## src/rtl/sprite_rom_arbiter.sv

```systemverilog
// Round-robin arbiter sharing one single-port sprite ROM between pixel-pipeline
// requesters, with a tagged read pipeline that routes data to the owner.
//
// Ports:
//   Clk, Reset_n        system clock, async active-low reset
//   frame_flush         one-cycle pulse, restarts arbitration at requester 0
//   req, req_addr       per-requester request and address (held until gnt)
//   gnt                 combinational one-hot grant
//   rom_addr, rom_rd    registered ROM address and read strobe
//   rom_data            ROM read data, valid ROM_LATENCY cycles after rom_addr
//   rvalid, rdata       per-requester return pulse and held return data
//
// Option macro SPRITE_ARB_PRIO0_EN: requester 0 wins whenever it asks and
// does not move the round-robin pointer.
module sprite_rom_arbiter #(
    parameter int NUM_REQ     = 3,
    parameter int ADDR_W      = 8,
    parameter int DATA_W      = 8,
    parameter int ROM_LATENCY = 1
) (
    input  logic                      Clk,
    input  logic                      Reset_n,
    input  logic                      frame_flush,
    input  logic [NUM_REQ-1:0]        req,
    input  logic [NUM_REQ*ADDR_W-1:0] req_addr,
    output logic [NUM_REQ-1:0]        gnt,
    output logic [ADDR_W-1:0]         rom_addr,
    output logic                      rom_rd,
    input  logic [DATA_W-1:0]         rom_data,
    output logic [NUM_REQ-1:0]        rvalid,
    output logic [NUM_REQ*DATA_W-1:0] rdata
);

    localparam int PTR_W = (NUM_REQ > 1) ? $clog2(NUM_REQ) : 1;
    localparam int DEPTH = ROM_LATENCY + 1;

    logic [PTR_W-1:0]          rr_ptr_q, rr_ptr_d;
    logic [PTR_W-1:0]          base;
    logic [PTR_W-1:0]          win_idx;
    logic                      win_vld;
    logic [ADDR_W-1:0]         win_addr;
    int                        cand;

    logic [ADDR_W-1:0]         rom_addr_q;
    logic                      rom_rd_q;
    logic [DEPTH-1:0]          tag_vld_q;
    logic [PTR_W-1:0]          tag_idx_q [DEPTH];
    logic [NUM_REQ-1:0]        rvalid_q, rvalid_d;
    logic [NUM_REQ*DATA_W-1:0] rdata_q, rdata_d;

    // Arbitration: scan from base upward with explicit wrap; first hit wins.
    always_comb begin
        base     = frame_flush ? '0 : rr_ptr_q;
        win_vld  = 1'b0;
        win_idx  = '0;
        win_addr = '0;
        cand     = 0;
        gnt      = '0;
        for (int k = 0; k < NUM_REQ; k++) begin
            cand = int'(base) + k;
            if (cand >= NUM_REQ) cand = cand - NUM_REQ;
`ifdef SPRITE_ARB_PRIO0_EN
            if (!win_vld && cand != 0 && req[cand]) begin
`else
            if (!win_vld && req[cand]) begin
`endif
                win_vld  = 1'b1;
                win_idx  = PTR_W'(cand);
                win_addr = req_addr[cand*ADDR_W +: ADDR_W];
            end
        end
`ifdef SPRITE_ARB_PRIO0_EN
        if (req[0]) begin
            win_vld  = 1'b1;
            win_idx  = '0;
            win_addr = req_addr[0 +: ADDR_W];
        end
`endif
        if (win_vld) gnt[win_idx] = 1'b1;

        // A flush with no grant still leaves the pointer realigned at 0.
        rr_ptr_d = base;
`ifdef SPRITE_ARB_PRIO0_EN
        if (win_vld && win_idx != '0) begin
`else
        if (win_vld) begin
`endif
            if (win_idx == PTR_W'(NUM_REQ - 1)) rr_ptr_d = '0;
            else                                rr_ptr_d = win_idx + 1'b1;
        end
    end

    // Return stage: the oldest tag names the owner of the sampled rom_data.
    always_comb begin
        rvalid_d = '0;
        rdata_d  = rdata_q;
        for (int i = 0; i < NUM_REQ; i++) begin
            if (tag_vld_q[DEPTH-1] && tag_idx_q[DEPTH-1] == PTR_W'(i)) begin
                rvalid_d[i]                   = 1'b1;
                rdata_d[i*DATA_W +: DATA_W]   = rom_data;
            end
        end
    end

    always_ff @(posedge Clk or negedge Reset_n) begin
        if (!Reset_n) begin
            rr_ptr_q   <= '0;
            rom_addr_q <= '0;
            rom_rd_q   <= 1'b0;
            tag_vld_q  <= '0;
            for (int k = 0; k < DEPTH; k++) tag_idx_q[k] <= '0;
            rvalid_q   <= '0;
            rdata_q    <= '0;
        end else begin
            rr_ptr_q   <= rr_ptr_d;
            rom_rd_q   <= win_vld;
            if (win_vld) rom_addr_q <= win_addr;
            tag_vld_q  <= {tag_vld_q[DEPTH-2:0], win_vld};
            tag_idx_q[0] <= win_idx;
            for (int k = 1; k < DEPTH; k++) tag_idx_q[k] <= tag_idx_q[k-1];
            rvalid_q   <= rvalid_d;
            rdata_q    <= rdata_d;
        end
    end

    assign rom_addr = rom_addr_q;
    assign rom_rd   = rom_rd_q;
    assign rvalid   = rvalid_q;
    assign rdata    = rdata_q;

endmodule
```

## config.mk

```make
export PLATFORM = sky130hd
export DESIGN_NAME = sprite_rom_arbiter
export DESIGN_NICKNAME = d
export VERILOG_FILES = /design/src/rtl/sprite_rom_arbiter.sv
export SDC_FILE = /design/constraint.sdc
export NUM_CORES = 1
export LEC_CHECK = 0
export ABC_CLOCK_PERIOD_IN_PS = 3500
export CAP_MARGIN = 20
export CORE_MARGIN = 1
export CORE_UTILIZATION = 35
export DETAILED_ROUTE_END_ITERATION = 7
export GPL_TIMING_DRIVEN = 0
export PLACE_DENSITY_LB_ADDON = 0.05
export SYNTH_ARGS = -nofsm -noshare
export SYNTH_HDL_FRONTEND = slang
export SYNTH_SLANG_ARGS = --single-unit
export TNS_END_PERCENT = 1
```

## constraint.sdc

```tcl
create_clock -name Clk -period 3.5 [get_ports Clk]
set_input_delay 0.7 -clock Clk [delete_from_list [all_inputs] [get_ports Clk]]
set_output_delay 0.7 -clock Clk [all_outputs]
set_load 0.005 [all_outputs]
```

==> insert_results.sql <==
INSERT INTO impl_metrics (metric_group, metric, value, unit) VALUES
('clock_tree', 'h-tree-depth', '2', ''),
('floorplanning', 'die-width', '85.0', 'µm'),
('power', 'p_leak', '1.55', 'nW'),
('cells_and_area', 'flow.area_growth_from_synthesis', '45.9', '%'),
('sta', 'worst_pin_slew', '0.599', 'ns'),
('grt', 'vias_in_the_first_global_route', '2258', ''),
('sta', 'min_period_over_period', '97.3', '%'),
('sta', 'setup_viol_count_final', '0', ''),
('setup_path', 'timing.critical_path.cells', 'buf_2, nor2b_2, inv_1, ha_1, buf_6, buf_4, nand2b_1, a21oi_1, a21boi_1, o22ai_1, nor3_2, dlygate4sd2_1', ''),
('clock_tree', 'cts_buffers', '5', ''),
('synthesis', 'post_synth_num_cell_types', '39', ''),
('clock_tree', 'clock_insertion_delay_at_the_later_pin_of_the_skew_report', '0.29', 'ns'),
('synthesis', 'synth-warning-count', '0', ''),
('sta', 'final_hold_viol_count', '0', ''),
('setup_path', 'crit_fanout', '5', ''),
('cells_and_area', 'antenna-diode-count', '0', ''),
('sta', 'timing.hold.ws', '0.284', 'ns'),
('setup_path', 'cp-startpoint', 'frame_flush', ''),
('sta', 'min_period', '3.40', 'ns'),
('setup_path', 'critPathRequiredTime', '2.80', 'ns'),
('routing', 'detailed_route_wire_length_per_cell', '15.7', 'µm'),
('clock_tree', 'tritoncts', 'done', ''),
('clock_tree', 'worst_setup_hold_path_clk_slew', '0.07', 'ns'),
('cells_and_area', 'fill_cell_instance_count_of_the_final_layout', '623', ''),
('routing', 'detailroute.wirelength.met2', '3.11', 'mm'),
('cells_and_area', 'layout.core_utilization', '54.1', '%'),
('routing', 'route.vias.total', '2293', ''),
('synthesis', 'synth_top_cell_area_share', '44.7', '%'),
('sta', 'timing.slew.headroom', '60.1', '%'),
('setup_path', 'reg2reg_from', 'rr_ptr_q[0]', ''),
('place', 'buffer_ports.inserted', '76', ''),
('status', 'violations', 'design-rule violations', ''),
('power', 'peakVddDrop', '0.393', 'mV'),
('setup_path', 'cp-start-kind', 'input port', ''),
('setup_path', 'worst-endpoint-arrival', '2.70', 'ns'),
('cells_and_area', 'multiInputGateArea', '0.00130', 'mm²'),
('setup_path', 'setup.reg_to_reg.worst_slack', '0.76', 'ns'),
('place', 'detailedPlacementHpwl', '4.97', 'mm'),
('power', 'power.density', '786', 'mW/mm²'),
('sta', 'skew_final', '0.00478', 'ns'),
('routing', 'drt_drc_violations_left', '4', ''),
('cells_and_area', 'seqCellArea', '0.00108', 'mm²'),
('floorplanning', 'top_level_ports', '77', ''),
('flow_run', 'max_cap_violations', '0', ''),
('grt', 'grt_overflow_total', '0', ''),
('setup_path', 'cp-end-kind', 'output port', ''),
('cells_and_area', 'post_route_cells_drive_above_1_share', '15.0', '%'),
('floorplanning', 'floorplan.core_area', '0.00649', 'mm²'),
('place', 'gp_routability_congestion', '0.837', ''),
('setup_path', 'critical_path.slowest_cell', 'o22ai_1', ''),
('floorplanning', 'design.die.area', '0.00722', 'mm²'),
('clock_tree', 'clk_root_buffer_cell', 'clkbuf_8', ''),
('routing', 'drtAntennaViolNets', '0', ''),
('hold_path', 'holdCritPathClass', 'in2async', ''),
('routing', 'drt_iter0_markers', '145', ''),
('status', 'run_status', 'finished, violations left', ''),
('sta', 'achievable-frequency', '294', 'MHz'),
('synthesis', 'synth_largest_area_cell', 'dfrtp_1', ''),
('synthesis', 'synth.most_common_cell', 'nand2_1', ''),
('floorplanning', 'floorplan.initialDensity', '37.1', '%'),
('routing', 'route.layer.met1.wl', '3.32', 'mm'),
('synthesis', 'synthFlopType', 'dfrtp_1', ''),
('synthesis', 'synth_top_cells_by_count', '72 x nand2_1, 43 x dfrtp_1, 23 x mux2i_1, 12 x mux2_2, 12 x o21ai_0', ''),
('floorplanning', 'core.rowCount', '29', ''),
('cells_and_area', 'post-route-cell-area', '0.00351', 'mm²'),
('clock_tree', 'ctsLongestPathBuffers', '2', ''),
('routing', 'drt_pass1_iterations', '8', ''),
('synthesis', 'synthesis.area_per_instance', '9.26', 'µm²'),
('setup_path', 'path_delay_family', 'buffers and inverters', ''),
('grt', 'initial_antenna_violation_count', '0', ''),
('synthesis', 'synth_seq_cells', '43', '');
## final timing paths
check | cells past startpoint | end
worst max-delay path | 12 | gnt[0]
min in group Clk | 0 | tag_idx_q[0]
worst max register to register | 10 | rom_addr[4]
max in group asynchronous | 2 | rdata[15]
worst min-delay path | 1 | rdata[4]
worst min register to register | 0 | tag_idx_q[0]
## state kept, by name, summed over array words and instances (netlist names)
| name | cells |
|---|---|
| rr_ptr_q | 2 |
| tag_vld_q | 2 |
| rdata | 24 |
| rvalid | 3 |
| rom_addr | 8 |
| tag_idx_q | 4 |
## layout make-up
| cell class | instances | area share, % |
|---|---|---|
| Multi-Input combinational cell | 196 | 37.0 |
| Sequential cell | 43 | 30.6 |
| Timing Repair Buffer | 88 | 24.3 |
| Clock buffer | 8 | 2.85 |
| Tap cell | 77 | 2.74 |
| Buffer | 12 | 1.74 |
| Inverter | 7 | 0.748 |
## per-stage QoR
step	cells	worst slack [ns]	power, mW
6_report	431	0.0957	2.76
5_1_grt	431	-0.0197	2.97
4_1_cts	428	0.00206	2.76
3_5_place_dp	414	-1.10	2.33
3_3_place_gp	413	-1.09	2.32
2_1_floorplan	260	0.310	1.61
## timing repair
| action | in CTS | in global routing |
|---|---|---|
| gates resized for setup | 22 | 5 |
| gates cloned | 0 | 0 |
| hold buffers | 0 | 0 |
| setup buffers | 7 | 4 |
| endpoints found under the setup margin | 3 | 3 |
| hold endpoints to repair | 0 | 0 |
| pin swaps | 4 | 2 |
## layer usage
metal  vias up  track usage [%]
li1       1102                -
met1      1123             28.7
met2        59             32.4
met3         9             3.21
met4         0             3.08
met5         -                0
## cell families (layout without fill, tap and decap cells)
kind of cell	count (synthesis)	in the layout	synth area share [%]
muxes	35	35	15.2
buffers and inverters	21	115	3.64
and+or+nand+nor	106	106	19.9
AOI/OAI and AO/OA	52	52	15.1
DFF	43	43	44.7
adders and majority gates	3	3	1.56
## worst register-to-register path, stage by stage, from the launching register on
cell and delay, ns:
dfrtp_1 0.43, nor2b_4 0.19, inv_1 0.05, ha_1 0.29, buf_6 0.13, buf_4 0.13
nand2b_1 0.15, a21oi_1 0.32, a2bb2oi_1 0.48, a221oi_1 0.20, a221oi_1 0.26
## placed cells by master, fill, tap and decap left out, drive strengths merged, types with 3 or more instances in the layout
cell type,Yosys,final
inv,5,5
nand2,72,72
ha,3,3
buf,8,21
a21oi,8,8
nand3b,3,3
clkbuf,6,13
mux2,12,12
nand3,5,5
nor2,11,11
clkdlybuf4s50,0,72
nor2b,5,5
dfrtp,43,43
o21ai,12,12
mux2i,23,23
nor3,3,3
o22ai,3,3
a31oi,4,4
a221oi,6,6
a221o,6,6
## where the power goes
group / internal, mW / leakage (nW) / switching (mW) / total (mW)
combinational: 0.862 / 0.980 / 0.692 / 1.55
sequential: 0.736 / 0.520 / 0.132 / 0.868
clock: 0.180 / 0.0515 / 0.158 / 0.338
total: 1.78 / 1.55 / 0.983 / 2.76
(Power assumes the default switching activity.)
